<file path="src/rtl/sram_dp_be.sv">
// Simple dual-port SRAM with byte-lane write enables, 1- or 2-cycle read latency,
// selectable read-during-write behaviour and a one-word-per-cycle clear engine.
module sram_dp_be #(
  parameter int DATAWIDTH  = 32,
  parameter int ADDRWIDTH  = 6,
  parameter int BYTEWIDTH  = 8,
  parameter int RD_LATENCY = 1,
  parameter int RDW_MODE   = 0
) (
  input  logic                           clk,
  input  logic                           reset,
  input  logic                           ce,
  input  logic                           wr_en,
  input  logic [ADDRWIDTH-1:0]           wr_addr,
  input  logic [DATAWIDTH/BYTEWIDTH-1:0] wr_be,
  input  logic [DATAWIDTH-1:0]           din,
  input  logic                           rd_en,
  input  logic [ADDRWIDTH-1:0]           rd_addr,
  output logic [DATAWIDTH-1:0]           dout,
  output logic                           dout_valid,
  input  logic                           clr_start,
  output logic                           busy,
  output logic                           clr_done
);

  localparam int NBE   = DATAWIDTH / BYTEWIDTH;
  localparam int DEPTH = 2 ** ADDRWIDTH;

  typedef enum logic {IDLE, CLEAR} state_t;

  state_t                 state_q, state_d;
  logic [ADDRWIDTH-1:0]   ptr_q, ptr_d;
  logic                   done_d;
  logic                   clr_wr, wr_acc, rd_acc;
  logic [DATAWIDTH-1:0]   mem [DEPTH];
  logic [DATAWIDTH-1:0]   rd_word;
  logic [DATAWIDTH-1:0]   data_p0;
  logic                   vld_p0;

  function automatic logic [DATAWIDTH-1:0] merge_lanes(
    input logic [DATAWIDTH-1:0] old_word,
    input logic [DATAWIDTH-1:0] new_word,
    input logic [NBE-1:0]       be
  );
    logic [DATAWIDTH-1:0] res;
    res = old_word;
    for (int k = 0; k < NBE; k++) begin
      if (be[k]) res[k*BYTEWIDTH +: BYTEWIDTH] = new_word[k*BYTEWIDTH +: BYTEWIDTH];
    end
    return res;
  endfunction

  assign busy   = (state_q == CLEAR);
  assign clr_wr = busy & ~reset;
  assign wr_acc = ce & wr_en & ~busy & ~clr_start & ~reset;
  assign rd_acc = ce & rd_en & ~busy & ~clr_start & ~reset;

  // Clear engine: next-state logic
  always_comb begin
    state_d = state_q;
    ptr_d   = ptr_q;
    done_d  = 1'b0;
    case (state_q)
      IDLE: begin
        if (clr_start) begin
          state_d = CLEAR;
          ptr_d   = '0;
        end
      end
      CLEAR: begin
        ptr_d = ptr_q + ADDRWIDTH'(1);
        if (ptr_q == ADDRWIDTH'(DEPTH - 1)) begin
          state_d = IDLE;
          done_d  = 1'b1;
        end
      end
      default: state_d = IDLE;
    endcase
  end

  always_ff @(posedge clk) begin
    if (reset) begin
      state_q  <= CLEAR;
      ptr_q    <= '0;
      clr_done <= 1'b0;
    end else begin
      state_q  <= state_d;
      ptr_q    <= ptr_d;
      clr_done <= done_d;
    end
  end

  // Storage: the clear engine owns the array while busy
  always_ff @(posedge clk) begin
    if (clr_wr) begin
      mem[ptr_q] <= '0;
    end else if (wr_acc) begin
      for (int k = 0; k < NBE; k++) begin
        if (wr_be[k]) mem[wr_addr][k*BYTEWIDTH +: BYTEWIDTH] <= din[k*BYTEWIDTH +: BYTEWIDTH];
      end
    end
  end

  always_comb begin
    rd_word = mem[rd_addr];
    if (RDW_MODE == 1 && wr_acc && (wr_addr == rd_addr)) begin
      rd_word = merge_lanes(mem[rd_addr], din, wr_be);
    end
  end

  // Stage p0: array read register
  always_ff @(posedge clk) begin
    if (reset) begin
      vld_p0  <= 1'b0;
      data_p0 <= '0;
    end else begin
      vld_p0 <= rd_acc;
      if (rd_acc) data_p0 <= rd_word;
    end
  end

  generate
    if (RD_LATENCY == 2) begin : g_lat2
      logic [DATAWIDTH-1:0] data_p1;
      logic                 vld_p1;

      // Stage p1: optional output register
      always_ff @(posedge clk) begin
        if (reset) begin
          vld_p1  <= 1'b0;
          data_p1 <= '0;
        end else begin
          vld_p1 <= vld_p0;
          if (vld_p0) data_p1 <= data_p0;
        end
      end

      assign dout       = data_p1;
      assign dout_valid = vld_p1;
    end else begin : g_lat1
      assign dout       = data_p0;
      assign dout_valid = vld_p0;
    end
  endgenerate

endmodule

</file>
<file path="config.mk">
export PLATFORM = sky130hd
export DESIGN_NAME = sram_dp_be
export DESIGN_NICKNAME = d
export VERILOG_FILES = /design/src/rtl/sram_dp_be.sv
export SDC_FILE = /design/constraint.sdc
export NUM_CORES = 2
export LEC_CHECK = 0
export ABC_CLOCK_PERIOD_IN_PS = 7800
export BUFFER_PORTS_ARGS = -buffer_cell sky130_fd_sc_hd__clkbuf_2
export CELL_PAD_IN_SITES_DETAIL_PLACEMENT = 0
export CELL_PAD_IN_SITES_GLOBAL_PLACEMENT = 2
export CORE_MARGIN = 3
export CORE_UTILIZATION = 52
export DETAILED_ROUTE_END_ITERATION = 10
export HOLD_SLACK_MARGIN = 0.02
export PLACE_DENSITY = 0.78
export RECOVER_POWER = 100
export SYNTH_ARGS = -nofsm -noshare
export SYNTH_HDL_FRONTEND = slang
export SYNTH_SLANG_ARGS = --single-unit
</file>
<file path="constraint.sdc">
create_clock -name clk -period 7.8 [get_ports clk]
set_input_delay 1.56 -clock clk [delete_from_list [all_inputs] [get_ports clk]]
set_output_delay 1.56 -clock clk [all_outputs]
set_load 0.05 [all_outputs]
</file>
==> metrics.cfg <==
[hold_path]
hold_path_depth=2
hp-class=flop to flop
hold_end=dout[6]
worstHoldStart=dout[6]

[pwr]
intPower_mw=18.3
cellLeakagePower_nw=31.1
p_switching_mw=4.61
ir_drop_mv=0.247
pwr-share-comb_pct=3.2
powerDensity_nw_per_um2=254
power.share.sequential_pct=53.2
sw_frac_of_total_pct=20.1
p_total_mw=22.9
p_clk_share_pct=43.5

[routing]
drtIter0Drc=5140
num_vias=39500
first_pass_iters=5
routed_via_density=6.56
ant_nets=0
routedWlPerCell_um=36.1
routed_wl_um=217000
drc_errors=0

[logic_synthesis]
yosysUniqueCellTypes=52
ys_ff_latch=2089
synth_top_area_share_pct=76.1
yosys_warnings=0
synth-main-ff-cell=edfxtp_1
async_flop_share_pct=0
syn_area_per_cell_um2=22.1
ys_top_cells_by_area=edfxtp_1, mux4_2, nor2_1
synth-edff-count=2048
synth_cells=3663
seq_area_frac_synth_pct=77.1
syn_nets=3718
synth_area_leader_cell=edfxtp_1
syn_area_um2=80900

[cts]
post_cts_buffers=0
cts_htree_levels=4
cts_hold_buf=0
clkTransAtPathRegs_ns=0.07
cts_num_sinks=2089
cts_tree=built
clockRootBuffer=clkbuf_16
cts_buffer_depth=3
ctsResizeCount=0
cts_buffers=198
clock_latency_ns=0.83

[worst_setup_path]
crit_type=primary input to flop
worstPathCellList=clkbuf_2 -> clkbuf_1 -> mux4_2 -> mux4_2 -> a22o_1 -> a221o_1
crit_family=buffers and inverters
crit_top_cell=mux4_2
reg2reg_slack_ns=2.23
endpoint_kind=flop
slowest_delay_ns=1.96
cp-start-kind=primary input
cp.arrival_ns=6.77
crit_fanout=67
critPathSlowestCell=clkbuf_2
crit_buf_inv=2
cp.required_ns=8.49
r2r_cells=4
r2r_end=mem[60][7]
r2r-start=busy

[status]
status=finished, violations left
violations=capacitance limit, slew limit

[placed_design]
dp_hpwl_um=131000
post-place-ws_ns=2.02
portBuffers=88
gp_congestion=0.845

[floorplanning]
coreArea_um2=154000
die_width_um=400
die-area_um2=160000
die_y_um=400
ios=89
row_count=144
initial_core_util_pct=52.4

[final_layout]
area_delta_synth_final_pct=11.5
final_common_cell=edfxtp_1
nets=3852
layout-drive-gt1-share_pct=25.7
final_cell_mix=edfxtp_1, mux4_2, nor2_1

[sta]
setup_viol=0
period_share_pct=78.0
tightest_slew_ns=4.07
fin_skew_ns=0.0272
hold_ws_ns=0.556
hold_viol=0
rsz0062_at_grt=false
drv_slew=1078
relSlewSlack_pct=-171
fmax_mhz=164
final.min_clock_period_ns=6.08
fin_ws_ns=1.72
fin_setup_tns_ns=0

[grt]
grt_max_degree=85
grtUsageTotal_pct=27.4
overflow=0
grt_first_pass_wirelength_um=308000
antenna_found_initial=9
grt_pass1_vias=39000

[run]
cap_violations=22

[metrics by stage]
stage / cell area, µm² / utilization [%] / std cells
2_1_floorplan: 80900 / - / 3663
3_3_place_gp: 83500 / 54.2 / 5641
3_5_place_dp: 83500 / 54.2 / 5641
4_1_cts: 90200 / 58.5 / 6011
5_1_grt: 90100 / 58.4 / 6016
6_report: 90100 / 58.4 / 6022
[flip-flops by register name, summed over array words and instances (netlist names)]
register	flops
dout	32
mem	2048
clr_done	1
dout_valid	1
busy	1
ptr_q	6
[synthesized netlist by cell type (8+ instances only)]
cell type,instances
clkbuf_1,96
edfxtp_1,2048
nor2b_1,13
buf_4,21
inv_1,11
mux2i_1,71
nor2_1,278
a22oi_1,32
nor3_1,23
and2_1,40
a211oi_1,30
o21ai_0,17
a32oi_1,14
nand3_1,37
buf_1,27
o22a_1,8
buf_6,15
dfxtp_1,41
a31oi_1,8
nand2_1,102
mux4_2,587
buf_2,48
a21oi_1,16
[how the worst max path moves through the flow]
stage	from	end	slack, ns	depth (start not counted)
floorplan	reset	mem[0][10]	3.68	6
global placement	clr_start	mem[33][17]	2.16	7
detailed placement	clr_start	mem[17][17]	2.02	7
CTS	clr_start	mem[9][21]	2.90	7
global route	clr_start	mem[46][10]	1.37	5
finish	rd_addr[0]	dout[27]	1.72	6
[power by group through the flow]
stage                     clock network, mW  logic [mW]  registers [mW]
after CTS                              10.0       0.737            12.2
after detailed placement                  0       0.735            12.4
after floorplan                           0       0.488            12.4
after global placement                    0       0.733            12.4
after global routing                   10.5       0.772            12.2
final                                  9.96       0.740            12.2
[final cells by class]
cell class              count  area (µm²)
well taps                2044        2560
clock buffers             242        5250
repair buffers            142         872
flip-flops and latches   2089       62300
inverters                  12        45.0
clock inverters           128        1480
fillers                 11000       64100
diodes                     11        27.5
multi-input cells        1354       17600
[worst reg2reg max path, delay by kind of cell, from the launching register on]
family,cells,cell delay [ns]
flops,1,0.46
buf+inv,1,0.62
simple gates,3,3.60
[cells by family (layout without fill, tap and decap cells)]
logic type | Yosys count | in the layout | synth area share (%)
adder cells (fa/ha/maj) | 1 | 1 | 0.0155
other | 0 | 11 | 0
flip-flops | 2089 | 2089 | 77.1
AO/OA/AOI/OAI | 157 | 157 | 1.39
buffers and inverters | 220 | 524 | 1.33
AND/OR/NAND/NOR | 534 | 534 | 2.91
multiplexers | 662 | 662 | 17.3
[metal layers]
layer / routed length, µm / vias up / share of wire, % / global-route usage [%]
met5: 13 / - / 0.0060 / 0.773
met3: 24200 / 343 / 11 / 7.42
met2: 99200 / 2302 / 46 / 40.3
li1: - / 15700 / - / -
met4: 6740 / 2 / 3.1 / 7.98
met1: 87100 / 21200 / 40 / 40.8
Note: power is estimated with default switching activity, not from simulation.
